--- config.mk ---
export PLATFORM = sky130hd
export DESIGN_NAME = round_pack_flat
export DESIGN_NICKNAME = d
export VERILOG_FILES = /design/src/rtl/mac_pkg.sv /design/src/rtl/round_pack_if.sv /design/src/rtl/rne_round.sv /design/src/rtl/round_pack.sv /design/src/flat_wrapper.sv
export SDC_FILE = /design/constraint.sdc
export NUM_CORES = 1
export LEC_CHECK = 0
export ABC_AREA = 0
export BUFFER_PORTS_ARGS = -buffer_cell sky130_fd_sc_hd__buf_2
export CORE_MARGIN = 3
export CORE_UTILIZATION = 30
export DETAILED_ROUTE_END_ITERATION = 10
export PLACE_DENSITY = 0.59
export SETUP_SLACK_MARGIN = 0.1
export SYNTH_ARGS = -nofsm -noshare
export SYNTH_HDL_FRONTEND = slang
export SYNTH_SLANG_ARGS = --single-unit
--- constraint.sdc ---
create_clock -name clk -period 6.6 [get_ports clk]
set_input_delay 0.33 -clock clk [delete_from_list [all_inputs] [get_ports clk]]
set_output_delay 0.33 -clock clk [all_outputs]
set_load 0.05 [all_outputs]
--- src/rtl/mac_pkg.sv ---
// Shared constants and types for the floating-point MAC datapath.
// The exception-flag path in round_pack is enabled by MAC_EXC_FLAGS_EN.
package mac_pkg;

  localparam int HALF_HID      = 20;
  localparam int SINGLE_HID    = 46;
  localparam int HALF_EMAX     = 31;
  localparam int SINGLE_EMAX   = 255;
  localparam int HALF_FRAC_W   = 10;
  localparam int SINGLE_FRAC_W = 23;

  // out_flags = {overflow, underflow, inexact, zero}
  localparam int FLAG_ZERO      = 0;
  localparam int FLAG_INEXACT   = 1;
  localparam int FLAG_UNDERFLOW = 2;
  localparam int FLAG_OVERFLOW  = 3;

  typedef enum logic {
    FMT_HALF   = 1'b0,
    FMT_SINGLE = 1'b1
  } fmt_e;

endpackage

--- src/rtl/round_pack_if.sv ---
// Handshake and data bundle between normalize, round_pack and the result consumer.
interface round_pack_if;
  logic        in_valid;
  logic        in_ready;
  logic        nor_op;
  logic        nor_s;
  logic [7:0]  nor_e;
  logic [49:0] nor_m;
  logic        out_valid;
  logic        out_ready;
  logic        out_op;
  logic [31:0] out_res;
  logic [3:0]  out_flags;

  modport slave (
    input  in_valid, nor_op, nor_s, nor_e, nor_m, out_ready,
    output in_ready, out_valid, out_op, out_res, out_flags
  );

  modport master (
    output in_valid, nor_op, nor_s, nor_e, nor_m, out_ready,
    input  in_ready, out_valid, out_op, out_res, out_flags
  );
endinterface

--- src/rtl/rne_round.sv ---
// Combinational round-to-nearest-even decision: extracts the fraction and
// derives the increment, inexact and zero indications for half or single.
module rne_round
  import mac_pkg::*;
(
  input  fmt_e                     op,
  input  logic [49:0]              m,
  output logic [SINGLE_FRAC_W-1:0] frac,
  output logic                     inc,
  output logic                     inexact,
  output logic                     is_zero
);

  logic lsb;
  logic guard;
  logic sticky;

  // Bits above the hidden one are guaranteed zero by normalize.
  logic unused_hi;
  assign unused_hi = ^m[49:47];

  // NOTE: every output gets a default first so no path leaves a latch behind.
  always_comb begin
    lsb     = 1'b0;
    guard   = 1'b0;
    sticky  = 1'b0;
    frac    = '0;
    is_zero = 1'b1;
    if (op == FMT_SINGLE) begin
      lsb     = m[23];
      guard   = m[22];
      sticky  = |m[21:0];
      frac    = m[45:23];
      is_zero = ~m[SINGLE_HID];
    end else begin
      lsb     = m[10];
      guard   = m[9];
      sticky  = |m[8:0];
      frac    = {13'b0, m[19:10]};
      is_zero = ~m[HALF_HID];
    end
    inc     = guard & (lsb | sticky);
    inexact = guard | sticky;
  end

endmodule

--- src/rtl/round_pack.sv ---
// Two-stage round/pack pipeline producing IEEE half or single results.
// Define MAC_EXC_FLAGS_EN to compute and register out_flags; otherwise it is 0.
module round_pack
  import mac_pkg::*;
(
  input  logic          clk,
  input  logic          rst,
  round_pack_if.slave   bus
);

  logic                     advance;
  logic [SINGLE_FRAC_W-1:0] r_frac;
  logic                     r_inc;
  logic                     r_nx;
  logic                     r_zero;

  logic                     s1_valid_q, s1_valid_d;
  fmt_e                     s1_op_q,    s1_op_d;
  logic                     s1_s_q,     s1_s_d;
  logic [7:0]               s1_e_q,     s1_e_d;
  logic [SINGLE_FRAC_W-1:0] s1_frac_q,  s1_frac_d;
  logic                     s1_inc_q,   s1_inc_d;
  logic                     s1_zero_q,  s1_zero_d;
  logic                     s1_flush_q, s1_flush_d;

  logic                     out_valid_q, out_valid_d;
  logic                     out_op_q,    out_op_d;
  logic [31:0]              out_res_q,   out_res_d;

  logic [11:0]              sum_h;
  logic [24:0]              sum_s;
  logic                     carry;
  logic [8:0]               e_rnd;
  logic                     ovf;
  logic [31:0]              res;

  rne_round u_rne (
    .op      (fmt_e'(bus.nor_op)),
    .m       (bus.nor_m),
    .frac    (r_frac),
    .inc     (r_inc),
    .inexact (r_nx),
    .is_zero (r_zero)
  );

  assign advance      = ~out_valid_q | bus.out_ready;
  assign bus.in_ready = advance;

  // S2 datapath: add the increment below the hidden one, then pack.
  always_comb begin
    sum_h = {1'b0, 1'b1, s1_frac_q[HALF_FRAC_W-1:0]} + 12'(s1_inc_q);
    sum_s = {1'b0, 1'b1, s1_frac_q} + 25'(s1_inc_q);
    carry = (s1_op_q == FMT_SINGLE) ? sum_s[24] : sum_h[11];
    e_rnd = {1'b0, s1_e_q} + 9'(carry);
    ovf   = (s1_op_q == FMT_SINGLE) ? (e_rnd >= 9'(SINGLE_EMAX)) : (e_rnd >= 9'(HALF_EMAX));
    if (s1_zero_q || s1_flush_q) begin
      res = (s1_op_q == FMT_SINGLE) ? {s1_s_q, 31'b0} : {16'b0, s1_s_q, 15'b0};
    end else if (ovf) begin
      res = (s1_op_q == FMT_SINGLE) ? {s1_s_q, 8'hFF, 23'b0} : {16'b0, s1_s_q, 5'h1F, 10'b0};
    end else if (s1_op_q == FMT_SINGLE) begin
      res = {s1_s_q, e_rnd[7:0], sum_s[22:0]};
    end else begin
      res = {16'b0, s1_s_q, e_rnd[4:0], sum_h[9:0]};
    end
  end

  // The hidden-one position of each sum only matters through the carry.
  logic unused_hid;
  assign unused_hid = sum_s[23] ^ sum_h[10];

`ifdef MAC_EXC_FLAGS_EN
  logic       s1_nx_q, s1_nx_d;
  logic [3:0] out_flags_q, out_flags_d;
  logic [3:0] flags;

  always_comb begin
    flags = '0;
    if (s1_zero_q) begin
      flags[FLAG_ZERO] = 1'b1;
    end else if (s1_flush_q) begin
      flags[FLAG_ZERO]      = 1'b1;
      flags[FLAG_UNDERFLOW] = 1'b1;
      flags[FLAG_INEXACT]   = 1'b1;
    end else if (ovf) begin
      flags[FLAG_OVERFLOW] = 1'b1;
      flags[FLAG_INEXACT]  = 1'b1;
    end else begin
      flags[FLAG_INEXACT] = s1_nx_q;
    end
    s1_nx_d     = s1_nx_q;
    out_flags_d = out_flags_q;
    if (advance) begin
      if (bus.in_valid) s1_nx_d = r_nx;
      if (s1_valid_q)   out_flags_d = flags;
    end
  end

  always_ff @(posedge clk or posedge rst) begin
    if (rst) begin
      s1_nx_q     <= 1'b0;
      out_flags_q <= '0;
    end else begin
      s1_nx_q     <= s1_nx_d;
      out_flags_q <= out_flags_d;
    end
  end

  assign bus.out_flags = out_flags_q;
`else
  logic unused_nx;
  assign unused_nx     = r_nx;
  assign bus.out_flags = 4'b0000;
`endif

  // Both stages advance together; a stalled output freezes the whole pipe.
  always_comb begin
    s1_valid_d  = s1_valid_q;
    s1_op_d     = s1_op_q;
    s1_s_d      = s1_s_q;
    s1_e_d      = s1_e_q;
    s1_frac_d   = s1_frac_q;
    s1_inc_d    = s1_inc_q;
    s1_zero_d   = s1_zero_q;
    s1_flush_d  = s1_flush_q;
    out_valid_d = out_valid_q;
    out_op_d    = out_op_q;
    out_res_d   = out_res_q;
    if (advance) begin
      s1_valid_d  = bus.in_valid;
      out_valid_d = s1_valid_q;
      if (bus.in_valid) begin
        s1_op_d    = fmt_e'(bus.nor_op);
        s1_s_d     = bus.nor_s;
        s1_e_d     = bus.nor_e;
        s1_frac_d  = r_frac;
        s1_inc_d   = r_inc;
        s1_zero_d  = r_zero;
        s1_flush_d = ~r_zero & (bus.nor_e == 8'd0);
      end
      if (s1_valid_q) begin
        out_op_d  = s1_op_q;
        out_res_d = res;
      end
    end
  end

  // NOTE: state registers use non-blocking assignment so every flop samples
  // the pre-edge value of every other flop.
  always_ff @(posedge clk or posedge rst) begin
    if (rst) begin
      // NOTE: data registers are reset too so the outputs read 0 out of reset.
      s1_valid_q  <= 1'b0;
      s1_op_q     <= FMT_HALF;
      s1_s_q      <= 1'b0;
      s1_e_q      <= '0;
      s1_frac_q   <= '0;
      s1_inc_q    <= 1'b0;
      s1_zero_q   <= 1'b0;
      s1_flush_q  <= 1'b0;
      out_valid_q <= 1'b0;
      out_op_q    <= 1'b0;
      out_res_q   <= '0;
    end else begin
      s1_valid_q  <= s1_valid_d;
      s1_op_q     <= s1_op_d;
      s1_s_q      <= s1_s_d;
      s1_e_q      <= s1_e_d;
      s1_frac_q   <= s1_frac_d;
      s1_inc_q    <= s1_inc_d;
      s1_zero_q   <= s1_zero_d;
      s1_flush_q  <= s1_flush_d;
      out_valid_q <= out_valid_d;
      out_op_q    <= out_op_d;
      out_res_q   <= out_res_d;
    end
  end

  assign bus.out_valid = out_valid_q;
  assign bus.out_op    = out_op_q;
  assign bus.out_res   = out_res_q;

endmodule

--- src/flat_wrapper.sv ---
// flat-port wrapper written by rule: the top's interface ports become plain ports
module round_pack_flat import mac_pkg::*;
  (clk, rst, bus_in_valid, bus_nor_op, bus_nor_s, bus_nor_e, bus_nor_m, bus_out_ready, bus_in_ready, bus_out_valid, bus_out_op, bus_out_res, bus_out_flags);
  round_pack_if bus_i ();
  input  logic clk;
  input  logic rst;
  input wire logic [$bits(bus_i.in_valid)-1:0] bus_in_valid;
  input wire logic [$bits(bus_i.nor_op)-1:0] bus_nor_op;
  input wire logic [$bits(bus_i.nor_s)-1:0] bus_nor_s;
  input wire logic [$bits(bus_i.nor_e)-1:0] bus_nor_e;
  input wire logic [$bits(bus_i.nor_m)-1:0] bus_nor_m;
  input wire logic [$bits(bus_i.out_ready)-1:0] bus_out_ready;
  output wire logic [$bits(bus_i.in_ready)-1:0] bus_in_ready;
  output wire logic [$bits(bus_i.out_valid)-1:0] bus_out_valid;
  output wire logic [$bits(bus_i.out_op)-1:0] bus_out_op;
  output wire logic [$bits(bus_i.out_res)-1:0] bus_out_res;
  output wire logic [$bits(bus_i.out_flags)-1:0] bus_out_flags;
  assign bus_i.in_valid = bus_in_valid;
  assign bus_i.nor_op = bus_nor_op;
  assign bus_i.nor_s = bus_nor_s;
  assign bus_i.nor_e = bus_nor_e;
  assign bus_i.nor_m = bus_nor_m;
  assign bus_i.out_ready = bus_out_ready;
  assign bus_in_ready = bus_i.in_ready;
  assign bus_out_valid = bus_i.out_valid;
  assign bus_out_op = bus_i.out_op;
  assign bus_out_res = bus_i.out_res;
  assign bus_out_flags = bus_i.out_flags;
  round_pack u_core (.clk(clk), .rst(rst), .bus(bus_i));
endmodule
; After elaboration in Yosys (flattened, before gate mapping)
; Index checks and enable logic that the tools add are counted.
[op_classes]
addsub = 3
n_mux = 12
n_div = 0
bitwise_logic = 8
n_reduce_logical = 6
n_mul = 0
order_cmp = 2
n_eq_ne = 0
shifts = 0
[ops]
columns = op, count
row1 = two-way mux 32 bit, 5
row2 = adder 24 x 1 -> 25 bit, 1
row3 = two-way mux 23 bit, 1
row4 = OR reduction 22 bit, 1
row5 = adder 11 x 1 -> 12 bit, 1
row6 = adder 8 x 1 -> 9 bit, 1
row7 = >= comparator 9 x 5 -> 1 bit (second input constant), 1
row8 = >= comparator 9 x 8 -> 1 bit (second input constant), 1
row9 = OR reduction 9 bit, 1
row10 = zero test 8 bit, 1
row11 = two-way mux 1 bit, 6
row12 = inverter 1 bit, 4
row13 = AND reduction 2 bit, 2
row14 = AND 1 bit, 2
row15 = OR 1 bit, 2
row16 = logical OR 1 bit, 1
[word_totals]
n_memories = 0
word_cells = 42
ff_bits = 71
romBits = 0
mem_bits_rw = 0
latch_bits = 0

; Logic depth before layout (Yosys ltp)
[depth]
word_depth = 7
mapped_depth = 16
depth_no_buf = 14

; By module
; From an unflattened synthesis, not the netlist that was laid out.
[hier_totals]
hier_cells = 389
hier_area_um2 = 4041.4
[modules_own_cells]
columns = mod, n_inst, cells_each, area_each_um2
row1 = round_pack, 1, 347, 3713.6
row2 = rne_round, 1, 42, 327.8

; Least setup slack after synthesis
; No wires, ideal clock.
[synth_path]
path_kind = register to register
start = register u_core.s1_inc_q
end = register u_core.out_res_q[13] (netlist: u_core.bus.out_res[13])
arrival_time_ps = 3511
slack_ps = 2960
setup_time_ps = 129
stages_incl_launch_ff = 14
synth_period_minus_slack_ps = 3640
cell_sequence = dfrtp_1 -> ha_1 -> ha_1 -> and4_1 -> nand3_1 -> nor4_1 -> nand3_1 -> o21ai_0 -> ha_1 -> nand3_4 -> or4b_4 -> a2111oi_4 -> a311oi_2 -> a2111o_1
[synth_between]
elab_chain_len = 7
[synth_rtl]
columns = element, line
row1 = start: declaration, round_pack.sv:22  ; logic s1_inc_q, s1_inc_d;
row2 = start signal: assignment, round_pack.sv:169  ; s1_inc_q <= s1_inc_d;
row3 = adder 24 x 1 -> 25 bit or adder 11 x 1 -> 12 bit (tied branches), "round_pack.sv:52, round_pack.sv:51"
row4 = two-way mux 1 bit, round_pack.sv:53  ; carry = (s1_op_q == FMT_SINGLE) ? sum_s[24] : sum_h[11];
row5 = adder 8 x 1 -> 9 bit, round_pack.sv:54  ; e_rnd = {1'b0, s1_e_q} + 9'(carry);
row6 = >= comparator 9 x 5 -> 1 bit or >= comparator 9 x 8 -> 1 bit (tied branches), round_pack.sv:55  ; ovf = (s1_op_q == FMT_SINGLE) ? (e_rnd >= 9'(SINGLE_EMAX)) : (e_rnd >= 9'(HALF_EMAX));
row7 = two-way mux 1 bit, round_pack.sv:55
row8 = two-way mux 32 bit (*), round_pack.sv:58  ; end else if (ovf) begin
row9 = two-way mux 32 bit (*), round_pack.sv:56  ; if (s1_zero_q || s1_flush_q) begin
row10 = end signal: assignment, round_pack.sv:174  ; out_res_q <= out_res_d;
row11 = end: declaration, round_pack.sv:28  ; logic [31:0] out_res_q, out_res_d;
; Every way passes the cells marked *; elsewhere a longest branch is shown, timed or not.
; A chain may end at the register's enable or synchronous reset.

; Final worst setup path
[layout_path]
start = register u_core.s1_inc_q
end = register u_core.out_res_q[1] (netlist: u_core.bus.out_res[1])
; The elaborated chain is that of the path after synthesis.

==> flow_metrics.py <==
metrics = {
    "finish": {
        "n_fill_cell": 1170,
        "area_growth_pct": 24.9,
        "n_antenna_cell": 0,
        "layout_common_cells": "95 x buf_2, 77 x nand2_1, 71 x dfrtp_1",
        "fin_nets": 534,
        "postLayoutCoreUtil": 0.391,
        "final_common_cell": "buf_2",
        "drive_above_1_share": 0.285,
        "fin_area_um2": 4540,
    },
    "clock_network": {
        "cts_sinks": 71,
        "path_clk_slew_ns": 0.05,
        "cts_htree_levels": 3,
        "cts_tree": "yes",
        "cts_made_buffers": 9,
        "cts.path.max_buffers": 2,
        "cts_setup_buffers": 0,
        "holdBufCountCts": 0,
        "cts_resized": 0,
        "clk_latency_ns": 0.33,
        "root_buffer": "clkbuf_16",
    },
    "hold_path": {
        "hold_start": "bus_nor_m[39]",
        "whs_path_depth": 3,
        "hold_end": "u_core.s1_frac_q[16]",
        "hold_class": "input port to flip-flop",
    },
    "logic_synthesis": {
        "synth_area_um2": 3640,
        "synth_edf_count": 0,
        "ys_ff_latch": 71,
        "synthFlopType": "dfrtp_1",
        "synth_seq_area_share": 0.488,
        "async_reset_ff_frac": 1.00,
        "yosysWarningCount": 0,
        "ys_types": 47,
        "syn_avg_cell_area_um2": 9.70,
        "syn_inst": 375,
    },
    "timing": {
        "tns_ns": 0,
        "rsz0062_at_grt": "no",
        "fin_ws_ns": 2.32,
        "hold_viol": 0,
        "worst_pin_slew_ns": 1.05,
        "slew_headroom": 0.300,
        "min_period_ns": 4.28,
        "fin_skew_ns": 0.00764,
        "min_period_over_period": 0.649,
        "fmax_mhz": 233,
        "setup_viol": 0,
        "drv_slew": 0,
    },
    "placed_design": {
        "place_ws_ns": 2.27,
        "dp_hpwl_um": 6850,
        "gp_congestion": 0.845,
        "dpl-instance-area_um2": 4230,
        "io_buffers": 95,
    },
    "die": {
        "num_rows": 39,
        "die-area_um2": 13500,
        "start_util": 0.313,
        "die_width_um": 116,
        "core-area_um2": 11600,
        "die_y_um": 116,
        "ios": 103,
    },
    "worst_setup_path": {
        "reg2reg_to": "u_core.bus.out_res[1]",
        "endpoint_kind": "flip-flop",
        "arrival_ns": 4.47,
        "start_kind": "flip-flop",
        "required_ns": 6.79,
        "r2r_cells": 14,
        "path_class": "flip-flop to flip-flop",
        "reg2reg_slack_ns": 2.32,
        "crit_fanout": 10,
        "r2r_start": "u_core.s1_inc_q",
    },
    "global_route": {
        "first_global_vias": 2936,
        "grt_remaining_overflow": 0,
        "track_usage": 0.141,
        "antenna_found_initial": 0,
        "grt_max_degree": 72,
        "grt_pass1_wl_um": 14800,
    },
    "power_and_ir_drop": {
        "vdd.ir_drop.worst_uv": 119,
        "design_power_total_mw": 1.55,
        "power.leakage_nw": 2.08,
        "power.density_nw_per_um2": 340,
    },
    "drt": {
        "first_iter_violations": 166,
        "drc": 0,
        "antenna_left": 0,
        "wl_per_cell_um": 14.8,
        "vias": 3026,
        "vias_per_cell": 4.94,
        "firstDrtPassIters": 4,
        "totalWireLength_um": 9060,
    },
    "run_status": {
        "status": "complete, no violations",
    },
    "run": {
        "max-cap-violations": 0,
    },
}
[flip-flops by register name, indices dropped and copies added, names as in the netlist]
| signal | cells |
|---|---|
| u_core.bus.out_res | 32 |
| u_core.s1_frac_q | 23 |
| u_core.s1_e_q | 8 |
| u_core.bus.out_op | 1 |
| u_core.bus.out_valid | 1 |
| u_core.s1_flush_q | 1 |
| u_core.s1_inc_q | 1 |
| u_core.s1_op_q | 1 |
| u_core.s1_s_q | 1 |
| u_core.s1_valid_q | 1 |
| u_core.s1_zero_q | 1 |
[through the flow]
step | hold slack, ns | cells
3_5_place_dp | 0.460 | 598
3_3_place_gp | 0.456 | 598
5_1_grt | 0.244 | 613
4_1_cts | 0.231 | 613
6_report | 0.244 | 613
2_1_floorplan | 0.442 | 378
[kinds of logic after synthesis]
kind of cell               Yosys count  synth area share
other                                1           0.00103
AOI/OAI and AO/OA                   84             0.155
adders and majority gates            4            0.0138
buffers and inverters               29            0.0341
muxes                               22            0.0647
and+or+nand+nor                    142             0.190
xor gates and xnor gates            22            0.0530
DFF                                 71             0.488
[critical path, stage by stage, from the launching register on]
cell and delay [ns]:
dfrtp_1 0.35, ha_1 0.19, ha_1 0.21, and4_1 0.33, nand3_1 0.23, nor4_1 0.51, nand3_1 0.12, o21ai_0 0.17
ha_1 0.28, ha_1 0.26, xor2_1 0.29, nand3_1 0.19, a211o_1 0.37, a32oi_2 0.48, o21ai_0 0.18
[layer usage]
layer | global-route usage | wire (µm) | share of wire | vias to the layer above
li1 | - | - | - | 1518
met1 | 0.194 | 4270 | 0.47 | 1403
met2 | 0.217 | 4110 | 0.45 | 92
met3 | 0.0306 | 505 | 0.056 | 13
met4 | 0.0557 | 174 | 0.019 | 0
met5 | 0 | 0 | 0 | -
[report_power, final]
group	total (mW)	internal, mW	switching, mW
Combinational	0.456	0.130	0.326
Sequential	0.596	0.520	0.0759
Clock	0.494	0.322	0.172
Total	1.55	0.972	0.574
[worst max-delay path by stage]
stage,end,cells past startpoint,slack (ns),startpoint
2_1_floorplan,u_core.bus.out_res[13],13,2.96,u_core.s1_inc_q
3_3_place_gp,u_core.bus.out_res[13],15,2.41,u_core.s1_frac_q[0]
3_5_place_dp,u_core.bus.out_res[1],14,2.27,u_core.s1_inc_q
4_1_cts,u_core.bus.out_res[1],14,2.26,u_core.s1_inc_q
5_1_grt,u_core.bus.out_res[0],14,1.82,u_core.s1_inc_q
6_report,u_core.bus.out_res[1],14,2.32,u_core.s1_inc_q
[Yosys cell counts (9+ instances only)]
library cell / instances / area [µm²]
nand4_1: 9 / 56.3
clkbuf_1: 16 / 60.1
mux2i_1: 10 / 100
xor2_1: 10 / 87.6
nand3_1: 10 / 50.1
o21ai_0: 47 / 235
xnor2_1: 12 / 105
dfrtp_1: 71 / 1780
nand2_1: 78 / 293
nor3_1: 9 / 45.0
nor4_1: 9 / 56.3
mux2_2: 12 / 135
[cell type report]
type	count	area, µm²	share of cell area
flip-flops and latches	71	1780	0.391
multi-input cells	278	1750	0.385
repair buffers	98	498	0.110
clock buffers	13	270	0.0595
well taps	143	179	0.0394
clock inverters	2	38.8	0.00854
inverters	8	30.0	0.00661
No activity file was read; power rests on OpenSTA's default activity.
